`src/rtl/alu_arbiter.sv`:
```
// Round-robin arbiter and sequencer that shares one ALU between two clients.
// The winner's operands are latched into the ALU, the arbiter waits for END
// (ignoring a stale END in the first BUSY cycle), and the result goes back to
// the owner with a one-cycle done pulse. If END never arrives, the arbiter
// aborts with an error after TIMEOUT cycles.
module alu_arbiter #(
  parameter int unsigned TIMEOUT = 64
) (
  input  logic        clk,
  input  logic        resetn,
  input  logic        req0,
  input  logic        req1,
  input  logic [7:0]  x0,
  input  logic [7:0]  x1,
  input  logic [7:0]  y0,
  input  logic [7:0]  y1,
  input  logic [2:0]  op0,
  input  logic [2:0]  op1,
  output logic        done0,
  output logic        done1,
  output logic        err0,
  output logic        err1,
  output logic [15:0] result0,
  output logic [15:0] result1,
  output logic [1:0]  grant,
  output logic        busy,
  output logic [7:0]  alu_X,
  output logic [7:0]  alu_Y,
  output logic [2:0]  alu_op,
  output logic        alu_BEGIN,
  input  logic [15:0] alu_OUT,
  input  logic        alu_END
);

  typedef enum logic [1:0] {
    IDLE = 2'd0,
    BUSY = 2'd1,
    DONE = 2'd2
  } state_t;

  localparam logic [15:0] CNT_LAST = 16'(TIMEOUT - 1);

  state_t      state;
  state_t      state_next;
  logic        owner;   // client currently holding the ALU
  logic        last;    // client served most recently
  logic [15:0] cnt;     // cycles spent in BUSY, 0 during the first one
  logic        take;    // IDLE grants a client this cycle
  logic        pick;    // client chosen by arbitration
  logic        fin_ok;  // END accepted
  logic        fin_to;  // timeout abort

  // State register
  always_ff @(posedge clk or negedge resetn) begin
    if (!resetn) begin
      state <= IDLE;
    end else begin
      state <= state_next;
    end
  end

  // Next state, arbitration, and state-derived outputs
  always_comb begin
    state_next = state;
    take       = 1'b0;
    pick       = 1'b0;
    fin_ok     = 1'b0;
    fin_to     = 1'b0;
    case (state)
      IDLE: begin
        if (req0 || req1) begin
          take       = 1'b1;
          pick       = (req0 && req1) ? ~last : req1;
          state_next = BUSY;
        end
      end
      BUSY: begin
        // cnt == 0 marks the first BUSY cycle, in which END may be stale
        if (alu_END && (cnt != '0)) begin
          fin_ok     = 1'b1;
          state_next = DONE;
        end else if (cnt == CNT_LAST) begin
          fin_to     = 1'b1;
          state_next = DONE;
        end
      end
      DONE: begin
        state_next = IDLE;
      end
      default: begin
        state_next = IDLE;
      end
    endcase

    alu_BEGIN = (state == BUSY);
    busy      = (state != IDLE);
    grant     = (state == IDLE) ? 2'b00 : (owner ? 2'b10 : 2'b01);
    done0     = (state == DONE) && !owner;
    done1     = (state == DONE) && owner;
  end

  // Operand latch, timeout counter, result/error capture, and round-robin pointer
  always_ff @(posedge clk or negedge resetn) begin
    if (!resetn) begin
      owner   <= 1'b0;
      last    <= 1'b1;
      cnt     <= '0;
      alu_X   <= '0;
      alu_Y   <= '0;
      alu_op  <= '0;
      result0 <= '0;
      result1 <= '0;
      err0    <= 1'b0;
      err1    <= 1'b0;
    end else begin
      case (state)
        IDLE: begin
          if (take) begin
            owner  <= pick;
            cnt    <= '0;
            alu_X  <= pick ? x1  : x0;
            alu_Y  <= pick ? y1  : y0;
            alu_op <= pick ? op1 : op0;
          end
        end
        BUSY: begin
          cnt <= cnt + 16'd1;
          if (fin_ok || fin_to) begin
            if (owner) begin
              result1 <= fin_ok ? alu_OUT : '0;
              err1    <= fin_to;
            end else begin
              result0 <= fin_ok ? alu_OUT : '0;
              err0    <= fin_to;
            end
          end
        end
        DONE: begin
          last <= owner;
        end
        default: begin
          last <= last;
        end
      endcase
    end
  end

endmodule

```
`config.mk`:
```
export PLATFORM = sky130hd
export DESIGN_NAME = alu_arbiter
export DESIGN_NICKNAME = d
export VERILOG_FILES = /design/src/rtl/alu_arbiter.sv
export SDC_FILE = /design/constraint.sdc
export NUM_CORES = 1
export LEC_CHECK = 0
export BUFFER_PORTS_ARGS = -buffer_cell sky130_fd_sc_hd__buf_2
export CORE_ASPECT_RATIO = 0.6
export CORE_MARGIN = 2
export CORE_UTILIZATION = 45
export CTS_BUF_LIST = sky130_fd_sc_hd__clkbuf_4 sky130_fd_sc_hd__clkbuf_8 sky130_fd_sc_hd__clkbuf_16
export DETAILED_ROUTE_END_ITERATION = 8
export PLACE_DENSITY = 0.72
export SLEW_MARGIN = 20
export SYNTH_ARGS = -nofsm -noshare
export SYNTH_HDL_FRONTEND = slang
export SYNTH_SLANG_ARGS = --single-unit
```
`constraint.sdc`:
```
create_clock -name clk -period 2.05 [get_ports clk]
set_clock_uncertainty 0.1 [all_clocks]
set_input_delay 0.205 -clock clk [delete_from_list [all_inputs] [get_ports clk]]
set_output_delay 0.205 -clock clk [all_outputs]
set_load 0.01 [all_outputs]
```
==> summary.md <==
| Metric | Value |
|---|---|
| Vias in the first global route | 3,074 |
| Largest area contributor in the synthesized netlist | dfrtp_1 |
| Worst slew margin | 0.580 |
| Via density | 5.25 |
| Leakage | 0.00240 uW |
| Critical Path Start | cnt[0]$_DFFE_PN0P_ |
| Crit path capture type | flip-flop |
| TritonCTS clock tree | yes |
| Combinational family with the most area after synthesis | compound AO/OA/AOI/OAI gates |
| Mapped Cells | 405 |
| Compound-Gate Fraction of Synth Area | 0.247 |
| Register area share after synthesis | 0.495 |
| Status | finished, final reports clean |
| Arr. time, crit path | 2.05 ns |
| Synth unique cells | 42 |
| Yosys reg bits | between 70 and 80 |
| Routed wire per std cell | 14.2 um |
| Die area | 8970 sq um |
| Core area | 7910 sq um |
| Synth Area in Simple Gates | 0.164 |
| FFs w/ async S/R, synth | 1.00 |
| GRT Overall Usage | 0.212 |
| CTS root buf | clkbuf_16 |
| Share of layout cells above drive strength 1 | 0.368 |
| ANT nets after route | 0 |
| R2r endpoint | result1[7]$_DFFE_PN0P_ |
| Largest net degree at the start of global routing | 49 |
| Syn Area/Cell | 9.12 sq um |
| PD cells | 1530 nW/um^2 |
| Buffer depth of the longest clock path | 2 |
| R2R setup slack | 0.15 ns |
| Layout area overhead | 29.6% |
| Net Count, Synth | 466 |
| Initial antenna violation count | 0 |
| Synth top area cells | dfrtp_1 49%, o21ai_2 7.1%, a22oi_1 6.5%, nand2_1 5.3%, nor2_1 4.5% |
| Overflow after GRT | 0 |
| WS Path Type | flip-flop to flip-flop |
| Worst hold path type | input port to flip-flop |
| Io pins | approximately 120 |
| CP Max Fanout | 10 |
| I/O Buffers | approximately 120 |
| Worst Hold Path EP | alu_Y[4]$_DFFE_PN0P_ |
| WHS | 0.0621 ns |
| Sink Count | 73 |
| Drt pass-1 iters | 5 |
| Hold depth | 3 |
| Top sig layer | met4 |
| Met1 wire length | between 4 and 5 mm |
| Period utilisation layout | 0.925 |
| RSZ-0062 raised after global routing | no |
| Multiplexer area fraction after synthesis | 0.0136 |
| DIE WIDTH | 121 um |
| Crit path launch type | flip-flop |
| N_diodes | 0 |
| Worst R2R Start | cnt[0]$_DFFE_PN0P_ |
| Synth Cell Area | 3690 sq um |
| Htree depth | 3 |
| Worst EP required | 2.21 ns |
| Dominant synthesized flop cell | dfrtp_1 |
| Maximum Capacitance Violations | 0 |
| First-pass GRT wire length | 14.9 mm |
| Setup-failing EPs final | 0 |
| Max VDD drop | between 0.7 and 0.8 mV |
| Final Hold Viols | 0 |
| Routed wl met2 | 4.01 mm |
| Die Ht | 74.2 um |
| Max Freq | 527 MHz |
| Commonest non-fill, non-tap cell in the layout | buf_2 |
| Fin. max-slew vios | 0 |
| Total number of vias | 3,368 |
| DP HPWL | 6.66 mm |
| XOR/XNOR Fraction of Synth Area | 0 |
| Worst skew pair latency | 0.33 ns |
| Initial Utilization | 0.467 |
| CTS resizes | 0 |
| Commonest non-fill, non-tap cells in the layout | 116 x buf_2, 72 x dfrtp_1, 52 x nand2_1 |
| Post-synth EDFFs | 0 |
| Final nets | 589 |
| Number of DRC markers in iteration 0 | approximately 190 |
| Met3 wire len | roughly 640 um |
| Worst slew pin tran | 0.630 ns |
| Fin crit period | 1.90 ns |
| Setup bufs post-CTS | 0 |
| Adder-Cell Fraction of Synth Area | 0.00678 |
| HP Start | y0[4] |
| Post-route DRC | 0 |
| Post-Route WL | 9.12 mm |
| Clk slew on worst S/H paths | 0.06 ns |
| Reg2Reg Depth | 6 |
| RePlAce Congestion | 0.894 |
| Num CTS Buffers | 9 |
| Setup TNS | 0 ns |
| Top cell type's share of synthesized area | 0.488 |
| Synthesis warning total | 0 |
| Row count | 25 |
[through the flow]
stage | instance area, sq um | util | total power, uW | instances | setup slack, ns
5_1_grt | 4780 | 0.605 | 7880 | 641 | 0.0416
3_3_place_gp | 4460 | 0.563 | 5640 | 624 | 0.244
4_1_cts | 4780 | 0.605 | 7380 | 641 | 0.150
6_report | 4780 | 0.605 | 7320 | 641 | 0.154
2_1_floorplan | 3690 | - | 4550 | 405 | 0.326
3_5_place_dp | 4460 | 0.563 | 5730 | 624 | 0.165
[layer usage]
metal | vias to the layer above | track usage
met5 | - | 0
met4 | 0 | 0.0659
met3 | 12 | 0.0544
met2 | 102 | 0.319
met1 | 1592 | 0.305
li1 | 1662 | -
[worst max-delay path: stages, from the launching register on]
cell and delay [ns]:
dfrtp_1 0.44, ha_1 0.25, and3_2 0.26, and4_1 0.19
a21o_2 0.25, buf_4 0.21, o21ai_2 0.13
[cells by family (layout without fill, tap and decap cells)]
kind of cell,after synthesis,count (layout)
buffers and inverters,66,194
AOI/OAI and AO/OA,130,130
DFF,73,73
and+or+nand+nor,129,129
adders and majority gates,2,2
muxes,5,5
[how the worst max path moves through the flow]
| stage | end | slack (ns) |
|---|---|---|
| finish | result1[7]$_DFFE_PN0P_ | 0.15 |
| global route | cnt[12]$_DFFE_PN0P_ | 0.04 |
| CTS | result1[7]$_DFFE_PN0P_ | 0.15 |
| detailed placement | result1[7]$_DFFE_PN0P_ | 0.17 |
| global placement | result0[7]$_DFFE_PN0P_ | 0.24 |
| floorplan | state[0]$_DFFE_PN0P_ | 0.33 |
[repair_timing]
| item | 4_1_cts | 5_1_grt |
|---|---|---|
| hold buffers | 1 | 0 |
| endpoints found under the hold margin | 44 | 0 |
| endpoints found under the setup margin | 0 | 0 |
[power by group]
part           switching, uW  internal (uW)  leakage, uW
Sequential               385           1960     0.000834
Clock                    567           1070     0.000160
Combinational           2000           1350      0.00141
[layout make-up]
type / count / area [sq um]
Inverter: 39 / 146
Fill cell: 702 / 3130
Tap cell: 108 / 135
Clock inverter: 2 / 35.0
Timing Repair Buffer: 139 / 756
Sequential cell: 73 / 1830
Clock buffer: 14 / 282
Multi-Input combinational cell: 266 / 1600
[cells in the mapped netlist, types with 2 or more instances]
master and number:
o22ai_1 19, nand2_1 52, a31oi_1 2, inv_1 39
buf_6 3, nand4_2 2, mux2i_1 5, nor3_1 3
nand3_1 6, nor2_1 44, nor4_2 2, ha_1 2
o311ai_0 2, a22oi_1 32, o21ai_0 27, o21ai_2 30
nand2b_1 3, clkbuf_1 23, and2_1 2, a21oi_1 3
nand4_1 4, a21o_1 3, o211ai_1 2, o21ai_1 4
o31ai_1 3, dfrtp_1 72
[state kept, by name (all words and copies together), names as in the netlist]
register,cells
alu_X,8
alu_Y,8
alu_op,3
cnt,16
err0,1
err1,1
last,1
owner,1
result0,16
result1,16
state,2
Power figures use the tool's default switching activity.
